--- src/rtl/program_sequencer_if.sv ---
// program_sequencer_if: processor tick/din and program memory bus of the instruction feeder.
interface program_sequencer_if #(parameter int ADDR_W = 6);
   logic [3:0]        tick;
   logic [8:0]        din;
   logic [ADDR_W-1:0] mem_addr;
   logic [8:0]        mem_data;
   modport master (input tick, mem_data, output din, mem_addr);
   modport slave (output tick, mem_data, input din, mem_addr);
endinterface

--- src/rtl/program_sequencer.sv ---
// program_sequencer: feeds simple_proc instruction and immediate words in step with its tick phase.
module program_sequencer #(
   parameter int ADDR_W = 6,
   parameter logic [ADDR_W-1:0] RESET_PC = '0
) (
   input  logic              clk,
   input  logic              rst,
   program_sequencer_if.master bus,
   input  logic              run,
   input  logic              step,
   output logic [ADDR_W-1:0] pc,
   output logic              halted,
   output logic              issue,
   output logic [15:0]       retired
);
   localparam logic [1:0] HALTED = 2'd0, RUNNING = 2'd1, STEP = 2'd2;
   localparam logic [2:0] OP_HALT = 3'b110, OP_MOVI = 3'b111, OP_ADDI = 3'b010;
   localparam logic [ADDR_W-1:0] ONE = ADDR_W'(1), TWO = ADDR_W'(2);
   logic [1:0]        state;
   logic              imm_pend, halt_lock;
   logic [ADDR_W-1:0] imm_addr;
   logic              issue_cyc, is_halt, is_imm, retire;
   assign issue_cyc = bus.tick == 4'b1000;
   assign is_halt = bus.mem_data[8:6] == OP_HALT;
   assign is_imm = bus.mem_data[8:6] == OP_MOVI || bus.mem_data[8:6] == OP_ADDI;
   assign issue = rst && issue_cyc && state != HALTED && !halt_lock;
   assign retire = issue && !is_halt;
   assign halted = state == HALTED;
   assign bus.mem_addr = imm_pend && !issue_cyc ? imm_addr : pc;
   // HALT words never reach the processor; it sees a NOP instead
   assign bus.din = !rst ? 9'h000 : issue_cyc ? (retire ? bus.mem_data : 9'h000) : imm_pend ? bus.mem_data : 9'h000;
   always_ff @(posedge clk)
      if (!rst) begin
         state <= HALTED;
         pc <= RESET_PC;
         imm_pend <= 1'b0;
         imm_addr <= RESET_PC;
         halt_lock <= 1'b0;
         retired <= 16'd0;
      end else begin
         halt_lock <= run && (halt_lock || (issue && is_halt));
         retired <= retired + {15'd0, retire};
         if (retire && is_imm) begin
            imm_pend <= 1'b1;
            imm_addr <= pc + ONE;
            pc <= pc + TWO;
         end else begin
            if (issue) pc <= pc + ONE;
            if (bus.tick == 4'b0100) imm_pend <= 1'b0;
         end
         if (issue && (is_halt || state == STEP)) state <= HALTED;
         else if (state == HALTED && run && !halt_lock) state <= RUNNING;
         else if (state == HALTED && step && !run) state <= STEP;
         else if (state == RUNNING && !run) state <= HALTED;
      end
endmodule

--- src/flat_wrapper.sv ---
// flat-port wrapper written by rule: the top's interface ports become plain ports
module program_sequencer_flat 
#(
   parameter int ADDR_W = 6,
   parameter logic [ADDR_W-1:0] RESET_PC = '0
)
  (clk, rst, run, step, pc, halted, issue, retired, bus_tick, bus_mem_data, bus_din, bus_mem_addr);
  program_sequencer_if #(.ADDR_W(ADDR_W)) bus_i ();
  input  logic clk;
  input  logic rst;
  input  logic run;
  input  logic step;
  output logic [ADDR_W-1:0] pc;
  output logic halted;
  output logic issue;
  output logic [15:0] retired;
  input wire logic [$bits(bus_i.tick)-1:0] bus_tick;
  input wire logic [$bits(bus_i.mem_data)-1:0] bus_mem_data;
  output wire logic [$bits(bus_i.din)-1:0] bus_din;
  output wire logic [$bits(bus_i.mem_addr)-1:0] bus_mem_addr;
  assign bus_i.tick = bus_tick;
  assign bus_i.mem_data = bus_mem_data;
  assign bus_din = bus_i.din;
  assign bus_mem_addr = bus_i.mem_addr;
  program_sequencer #(.ADDR_W(ADDR_W), .RESET_PC(RESET_PC)) u_core (.clk(clk), .rst(rst), .bus(bus_i), .run(run), .step(step), .pc(pc), .halted(halted), .issue(issue), .retired(retired));
endmodule
--- config.mk ---
export PLATFORM = sky130hd
export DESIGN_NAME = program_sequencer_flat
export DESIGN_NICKNAME = d
export VERILOG_FILES = /design/src/rtl/program_sequencer_if.sv /design/src/rtl/program_sequencer.sv /design/src/flat_wrapper.sv
export SDC_FILE = /design/constraint.sdc
export NUM_CORES = 1
export LEC_CHECK = 0
export ABC_AREA = 1
export CORE_MARGIN = 4
export CORE_UTILIZATION = 47
export CTS_CLUSTER_SIZE = 40
export DETAILED_ROUTE_END_ITERATION = 16
export GPL_ROUTABILITY_DRIVEN = 0
export PLACE_DENSITY = 0.79
export SYNTH_ARGS = -nofsm -noshare
export SYNTH_HDL_FRONTEND = slang
export SYNTH_SLANG_ARGS = --single-unit
--- constraint.sdc ---
create_clock -name clk -period 2.7 [get_ports clk]
set_clock_uncertainty 0.1 [all_clocks]
set_input_delay 0.405 -clock clk [delete_from_list [all_inputs] [get_ports clk]]
set_output_delay 0.405 -clock clk [all_outputs]
set_load 0.05 [all_outputs]
==> qor.txt <==
Nets -> 354
fill count -> 311
TritonCTS sink count -> 32
Avg Cell Area, Syn -> 7.07 um^2
Final Max Slew Viols -> 0
GRT overflow -> 0
hpwl dp -> 3.36 mm
Worst Hold Class -> register to register
clk buf depth -> 2
DRT Pass-1 Iters -> 4
Post-Syn Nets -> 293
Critical Path End Type -> primary output
P_leak -> 1.10 nW
crit-path max FO -> 7
CTS buffer count -> 5
synthesized instance count -> 272
H-Tree Depth -> 2
Setup TNS Final -> 0 ns
DRT iter0 DRCs -> 130
core area -> 0.00380 mm^2
std cell rows -> 22
clock latency on the worst-skew pair -> 0.28 ns
final setup fails -> 0
total of max-cap violations -> 0
actual slew at the worst max-slew pin -> 0.501 ns
most used flip-flop cell after synthesis -> dfxtp_1
largest net degree at the start of global routing -> 21
ys async rst share -> 0%
Max IR drop VDD -> 0.000205 V
Post-DRT Antenna Nets -> 0
Fin. Hold Viols -> 0
CTS tree -> yes
status -> finished clean
synth warn -> 0
die area -> 0.00518 mm^2
crit path kind -> input port to primary output
Mapped Area -> 0.00192 mm^2
EDFF count, synth -> 0
most frequent cells in the layout -> nand2_1, clkdlybuf4s50_1, inv_1
Seq cells post-synth -> 32
Routed WL per cell -> 11.4 um
largest area contributor in the netlist -> dfxtp_1
most common cell after layout, fill and taps aside -> nand2_1
Min Clock Period, post-route -> 2.53 ns
die height -> 72.0 um
global-route wire length before repair -> 7.38 mm
Worst setup SP type -> input port
initial antenna violation count -> 0
worst relative slew slack -> 66.5%
Max Freq -> 395 MHz
most area-consuming cells after synthesis -> dfxtp_1, nand2_1, inv_1, nor2_1, a21oi_1
CTS Root Cell -> clkbuf_8
area share of the largest cell type after synthesis -> 33.3%
WP data required -> 2.19 ns
post-cts sizing count -> 0
Pwr Total -> 0.934 mW
vias per cell -> 4.88
DRC violations left -> 0
Worst-path clk slew -> 0.06 ns
DP Worst Slack -> 0.0621 ns
setup bufs post-CTS -> 0
Final WS setup -> 0.166 ns
P&R area growth vs syn -> 43.0%
Tcrit/Tclk final -> 93.9%
Die W -> 72.0 um
Seq/Total Area, Yosys -> 33.3%
total global-route track usage -> 17.8%
Initial Util -> 50.6%
unrepaired setup endpoints after global routing -> false
port bufs -> 55
vias in the first global route -> 1736
PwrDens -> 340 mW/mm^2
Synth cell types -> 35
DRT Wirelength -> 4.35 mm
Hold-fix buffers, CTS -> 0
number of diodes -> 0
layout cells sized above 1 -> 18.6%
vias -> 1860
# IOs -> 56
critical path arrival -> 2.03 ns
synthesized netlist by cell type, types with 5 or more instances:
cell type	n
nand2_1	56
inv_1	38
nor2_1	34
dfxtp_1	32
a21oi_1	19
o21ai_0	16
nand3_1	11
xor2_1	6
inv_2	5
nand4_1	5
o21ai_2	5
state kept, by name, summed over array words and instances, names as in the netlist:
name	cells
u_core.imm_addr	6
u_core.halt_lock	1
u_core.pc	6
u_core.imm_pend	1
u_core.state	2
u_core.retired	16
cell type report:
| class | instances | area, um^2 | area share [%] |
|---|---|---|---|
| Clock buffer | 6 | 72.6 | 2.64 |
| Clock inverter | 1 | 5.00 | 0.182 |
| Inverter | 43 | 161 | 5.87 |
| Multi-Input combinational cell | 191 | 1070 | 39.1 |
| Sequential cell | 32 | 641 | 23.3 |
| Tap cell | 48 | 60.1 | 2.18 |
| Timing Repair Buffer | 60 | 736 | 26.8 |
stage by stage:
stage	area [um^2]	hold slack (ns)	util [%]	cells
detailed placement	2670	0.372	70.4	374
finish	2750	0.371	72.4	381
CTS	2750	0.380	72.4	381
global placement	2670	0.362	70.4	374
global route	2750	0.391	72.4	381
floorplan	1920	0.344	-	272
per-layer routing:
metal / share of wire (%) / up-vias / global-route usage [%] / wire [um]
met5: 0 / - / 0 / 0
met4: 1.4 / 0 / 5.01 / 61
met3: 7.9 / 7 / 7.20 / 343
met2: 46 / 52 / 30.0 / 2000
met1: 45 / 815 / 20.9 / 1950
li1: - / 986 / - / -
power breakdown:
| part | switching [mW] | total (mW) | leakage [nW] | internal (mW) |
|---|---|---|---|---|
| logic | 0.0621 | 0.109 | 0.805 | 0.0466 |
| clock network | 0.170 | 0.345 | 0.0410 | 0.175 |
| registers | 0.00424 | 0.480 | 0.258 | 0.476 |
critical path: stages:
cell and delay, ns:
clkdlybuf4s50_1 0.48, inv_1 0.05, nand2_2 0.12, nor2_8 0.05, nor2_2 0.31, buf_4 0.21
nand2_1 0.05, o21ai_0 0.16, buf_12 0.19
cell families (layout without fill, tap and decap cells):
logic type               after synthesis  in the layout  synth area share, %
AND/OR/NAND/NOR                      131            131                 34.1
buffers and inverters                 49            110                 10.8
AO/OA/AOI/OAI                         48             48                 15.4
flip-flops                            32             32                 33.3
XOR/XNOR                               7              7                 3.19
adder cells (fa/ha/maj)                4              4                 2.60
multiplexers                           1              1                0.586
final timing paths:
path                                startpoint  slack [ns]  depth (start not counted)                             to
hold reg to reg   u_core.imm_pend$_SDFFE_PN0P_        0.37                          2   u_core.imm_pend$_SDFFE_PN0P_
hold / removal    u_core.imm_pend$_SDFFE_PN0P_        0.37                          2   u_core.imm_pend$_SDFFE_PN0P_
setup / recovery                   bus_tick[0]        0.17                          9                bus_mem_addr[3]
setup reg to reg  u_core.state[0]$_SDFFE_PP0P_        0.61                         13  u_core.retired[10]$_SDFF_PN0_
(Power assumes the default switching activity.)
